===== config.mk =====
export PLATFORM = sky130hd
export DESIGN_NAME = fp_align_shift
export DESIGN_NICKNAME = d
export VERILOG_FILES = /design/src/rtl/fp_align_shift.sv
export SDC_FILE = /design/constraint.sdc
export NUM_CORES = 1
export LEC_CHECK = 0
export CORE_ASPECT_RATIO = 0.6
export CORE_UTILIZATION = 39
export DETAILED_ROUTE_END_ITERATION = 10
export GPL_ROUTABILITY_DRIVEN = 1
export PLACE_DENSITY = 0.77
export SLEW_MARGIN = 20
export SYNTH_ARGS = -nofsm -noshare
export SYNTH_HDL_FRONTEND = slang
export SYNTH_SLANG_ARGS = --single-unit
export TNS_END_PERCENT = 10

===== constraint.sdc =====
create_clock -name CLK -period 1.2 [get_ports CLK]
set_input_delay 0.18 -clock CLK [delete_from_list [all_inputs] [get_ports CLK]]
set_output_delay 0.18 -clock CLK [all_outputs]
set_load 0.005 [all_outputs]

===== src/rtl/fp_align_shift.sv =====
// Floating-point mantissa alignment: routes the larger-exponent operand to the big path and right-shifts the other with sticky.
// Optional macro FP_ALIGN_BARREL_EN replaces the serial one-bit-per-cycle shifter with a single-cycle barrel shift.
module fp_align_shift #(
    parameter int FRAC_W = 26
) (
    input  logic              CLK,
    input  logic              RST,
    input  logic              in_valid,
    output logic              in_ready,
    input  logic [7:0]        exp1,
    input  logic [7:0]        exp2,
    input  logic [FRAC_W-1:0] frac1,
    input  logic [FRAC_W-1:0] frac2,
    input  logic [7:0]        u_diff,
    input  logic              cmp_out,
    output logic              out_valid,
    input  logic              out_ready,
    output logic [7:0]        exp_max,
    output logic [FRAC_W-1:0] frac_big,
    output logic [FRAC_W-1:0] frac_small,
    output logic              sticky,
    output logic              swapped
);
    localparam int CNT_W = $clog2(FRAC_W + 2);

    typedef enum logic [1:0] {IDLE, SHIFT, DONE} state_t;

    state_t            state;
    logic [CNT_W-1:0]  cnt;
    logic [CNT_W-1:0]  cnt_init;
    logic [7:0]        big_exp;
    logic [FRAC_W-1:0] big_src;
    logic [FRAC_W-1:0] small_src;

    // Shifting by FRAC_W+1 already empties the mantissa into sticky, so larger distances saturate there.
    function automatic logic [CNT_W-1:0] sat_cnt(input logic [7:0] d);
        if (int'(d) > FRAC_W + 1) return CNT_W'(FRAC_W + 1);
        return CNT_W'(d);
    endfunction

`ifdef FP_ALIGN_BARREL_EN
    // Returns {sticky, shifted}; matches exactly what n serial single-bit shifts would produce.
    function automatic logic [FRAC_W:0] align_full(input logic [FRAC_W-1:0] src,
                                                   input logic [CNT_W-1:0]  n);
        logic st;
        st = 1'b0;
        for (int i = 0; i < FRAC_W; i++) begin
            if (i < int'(n)) st = st | src[i];
        end
        return {st, src >> n};
    endfunction
`endif

    always_comb begin
        big_exp   = cmp_out ? exp2  : exp1;
        big_src   = cmp_out ? frac2 : frac1;
        small_src = cmp_out ? frac1 : frac2;
        cnt_init  = sat_cnt(u_diff);
    end

    always_ff @(posedge CLK) begin
        if (RST) begin
            state      <= IDLE;
            in_ready   <= 1'b1;
            out_valid  <= 1'b0;
            swapped    <= 1'b0;
            sticky     <= 1'b0;
            cnt        <= '0;
            exp_max    <= '0;
            frac_big   <= '0;
            frac_small <= '0;
        end else begin
            case (state)
                IDLE: begin
                    if (in_valid) begin
                        swapped  <= cmp_out;
                        exp_max  <= big_exp;
                        frac_big <= big_src;
                        cnt      <= cnt_init;
                        in_ready <= 1'b0;
`ifdef FP_ALIGN_BARREL_EN
                        {sticky, frac_small} <= align_full(small_src, cnt_init);
                        state     <= DONE;
                        out_valid <= 1'b1;
`else
                        frac_small <= small_src;
                        sticky     <= 1'b0;
                        if (cnt_init == '0) begin
                            state     <= DONE;
                            out_valid <= 1'b1;
                        end else begin
                            state <= SHIFT;
                        end
`endif
                    end
                end
                SHIFT: begin
                    frac_small <= frac_small >> 1;
                    sticky     <= sticky | frac_small[0];
                    cnt        <= cnt - 1'b1;
                    if (cnt == CNT_W'(1)) begin
                        state     <= DONE;
                        out_valid <= 1'b1;
                    end
                end
                DONE: begin
                    if (out_ready) begin
                        state     <= IDLE;
                        out_valid <= 1'b0;
                        in_ready  <= 1'b1;
                    end
                end
                default: begin
                    state     <= IDLE;
                    out_valid <= 1'b0;
                    in_ready  <= 1'b1;
                end
            endcase
        end
    end
endmodule


==> impl_metrics.json <==
{
  "diodes": 0,
  "cts_num_sinks": 71,
  "relSlewSlack": 0.734,
  "portBuffers": 144,
  "r2r_cells": 5,
  "grt-ovfl-total": 0,
  "tightest_slew_ns": 0.396,
  "multi_input_area_mm2": 0.00199,
  "synth_nets": 428,
  "r2r-start": "state[0]",
  "required_ns": 1.45,
  "power_density_mw_per_mm2": 1300,
  "start_util": 0.410,
  "nets": 611,
  "grt_pass1_wl_um": 16700,
  "io_pins": 145,
  "viasPerCell": 5.38,
  "fillCellCount": 713,
  "syn_area_mm2": 0.00356,
  "skew_ns": 0.00653,
  "path_class": "reg2reg",
  "die_w_um": 125,
  "end_kind": "flop",
  "power_uw": 7660,
  "clockRootBuffer": "clkbuf_16",
  "crit_fanout": 16,
  "syn_avg_cell_area_um2": 10.3,
  "postLayoutCoreUtil": 0.676,
  "drt-total-wl_um": 10800,
  "rsz0062_at_grt": "yes",
  "outcome": "complete, but fails checks",
  "fmax_mhz": 727,
  "p_leak_uw": 0.00254,
  "grt_use_met1": 0.296,
  "setup_violations": 69,
  "clockBufferDepth": 2,
  "setup_ws_ns": -0.175,
  "finalSetupTns_ns": -6.47,
  "synth.yosys.seq_area_share": 0.399,
  "core_area_mm2": 0.00869,
  "hold_path.class": "in2reg",
  "cts_buffers": 9,
  "clk_pin_slew_ns": 0.06,
  "grt_max_degree": 36,
  "whs_path_depth": 2,
  "antenna_found_initial": 0,
  "drv_slew": 0,
  "crit_path_start_kind": "flop",
  "synthFlopType": "dfxtp_1",
  "synth_edf_count": 0,
  "yosys_warnings": 0,
  "min_to": "cnt[1]",
  "die_area_mm2": 0.00953,
  "violations": "DRC, setup timing",
  "grt_busiest_layer": "met2",
  "ff_latch_area_mm2": 0.00145,
  "dp.cells": 618,
  "hold_slack_ns": 0.208,
  "hold_viol": 0,
  "drt-initial-drc-count": 270,
  "fp-row-count": 26,
  "grt_pass1_vias": 3265,
  "num_vias": 3463,
  "grt_usage": 0.222,
  "synth_seq_cells": 71,
  "met2_usage": 0.351,
  "first_pass_iters": 10,
  "clock_latency_ns": 0.33,
  "vdd_drop_max_mv": 0.807,
  "cts_max_level": 3,
  "place_congestion": 0.813,
  "drive_gt1_frac": 0.333,
  "cts_hold_buf": 0,
  "layout_min_cycle_time_ns": 1.37,
  "die_h_um": 76.0,
  "dpl.hpwl_um": 7680,
  "use_met3": 0.0660,
  "async_flop_share": 0,
  "netlist_instances": 345,
  "reg2reg_slack_ns": -0.17,
  "timing.rr.end": "frac_big[17]",
  "fin_cells": 644,
  "synth.distinct_cells": 37,
  "crit_arrival_ns": 1.62,
  "drv_cap": 0,
  "fin_crit_sh": 1.15,
  "routedWlPerCell_um": 16.8,
  "hp-start": "RST",
  "syn_to_final_growth_pct": 64.9,
  "antenna_left": 0,
  "drc_errors": 14,
  "cts_tree": "done"
}
## sequential cells by signal, indices dropped and copies added, names as in the netlist
register,count
frac_big,26
frac_small,26
exp_max,8
cnt,5
state,2
in_ready,1
out_valid,1
sticky,1
swapped,1
## final cells by class
cell class | instances | area share
Tap cell | 112 | 0.0238
Clock inverter | 4 | 0.00809
Inverter | 5 | 0.00319
Timing Repair Buffer | 206 | 0.339
Clock buffer | 11 | 0.0396
Sequential cell | 71 | 0.247
Multi-Input combinational cell | 235 | 0.339
## synth_stat cells, types with 2 or more instances
master    number  area share
dfxtp_1       71        0.40
buf_2          9       0.013
clkbuf_4       2      0.0042
o32a_1         2      0.0056
ha_1           2      0.0070
nor2_1        64       0.067
clkbuf_1      10       0.011
buf_6          8       0.025
a31oi_1        2      0.0035
a211oi_1       4      0.0084
nor4b_1        2      0.0049
inv_1          5      0.0053
nand4_1        2      0.0035
mux2i_1       35       0.098
a22oi_1        2      0.0042
nor2b_1        2      0.0035
a311o_1        2      0.0056
nor4_1         3      0.0053
nand2b_1       3      0.0053
buf_4          5       0.011
nand3_1        3      0.0042
nor3_1         3      0.0042
nand2_1        6      0.0063
a21oi_1        6      0.0084
a222oi_1      25       0.070
mux2_2        26       0.082
a211oi_2      31        0.11
## cells in the final DEF, fill, tap and decap left out, types with 3 or more instances in the layout
master           count
nand2b_1             3
nor2_2               5
buf_4               47
mux2i_1             35
buf_12              10
nand2_1              6
inv_1                4
dfxtp_1             49
dfxtp_2             20
dlygate4sd2_1       64
mux2_2              26
nand3_1              3
a21oi_1              5
nor2_1              59
a211oi_2            33
clkdlybuf4s50_1     78
a222oi_1            25
clkbuf_16           11
## metal layers
metal	vias to the layer above	wire, um	part of all wire
met4	0	128	0.012
met1	1614	4950	0.46
met5	-	0	0
met2	158	4770	0.44
met3	11	973	0.090
li1	1680	-	-
## logic make-up after synthesis
family / count (synthesis) / share of synthesized area
and+or+nand+nor: 90 / 0.110
AOI/OAI and AO/OA: 82 / 0.235
DFF: 71 / 0.399
muxes: 61 / 0.181
buffers and inverters: 39 / 0.0685
adders and majority gates: 2 / 0.00702
## how the worst max path moves through the flow
stage	startpoint	endpoint	slack, ns
floorplan	cnt[0]	cnt[3]	-0.04
global placement	in_valid	frac_big[16]	-0.43
detailed placement	in_valid	frac_big[17]	-0.51
CTS	state[0]	frac_big[17]	-0.18
global route	state[0]	frac_big[17]	-0.22
finish	state[0]	frac_big[17]	-0.17
## power by group
part	switching, uW	total (uW)	internal, uW
clock network	940	2530	1590
registers	196	2840	2640
logic	1000	2290	1290
total	2140	7660	5520
## repair_timing
item / CTS / global route
setup buffers: 3 / 6
gates resized for setup: 93 / 14
cloned: 0 / 2
endpoints found under the setup margin: 129 / 69
pin swaps: 14 / 15
## critical path, cell delays in order (launching register included)
cell and delay (ns):
dfxtp_4 0.38, nor3b_4 0.31, buf_12 0.19, buf_12 0.15, nor2_1 0.06, a211oi_2 0.20
## stage by stage
| step | area, um^2 | setup WS (ns) |
|---|---|---|
| after detailed placement | 5440 | -0.515 |
| after floorplan | 3600 | -0.0396 |
| after CTS | 5720 | -0.181 |
| after global placement | 5440 | -0.428 |
| final | 5880 | -0.175 |
| after global routing | 5880 | -0.224 |
Power figures use the tool's default switching activity.
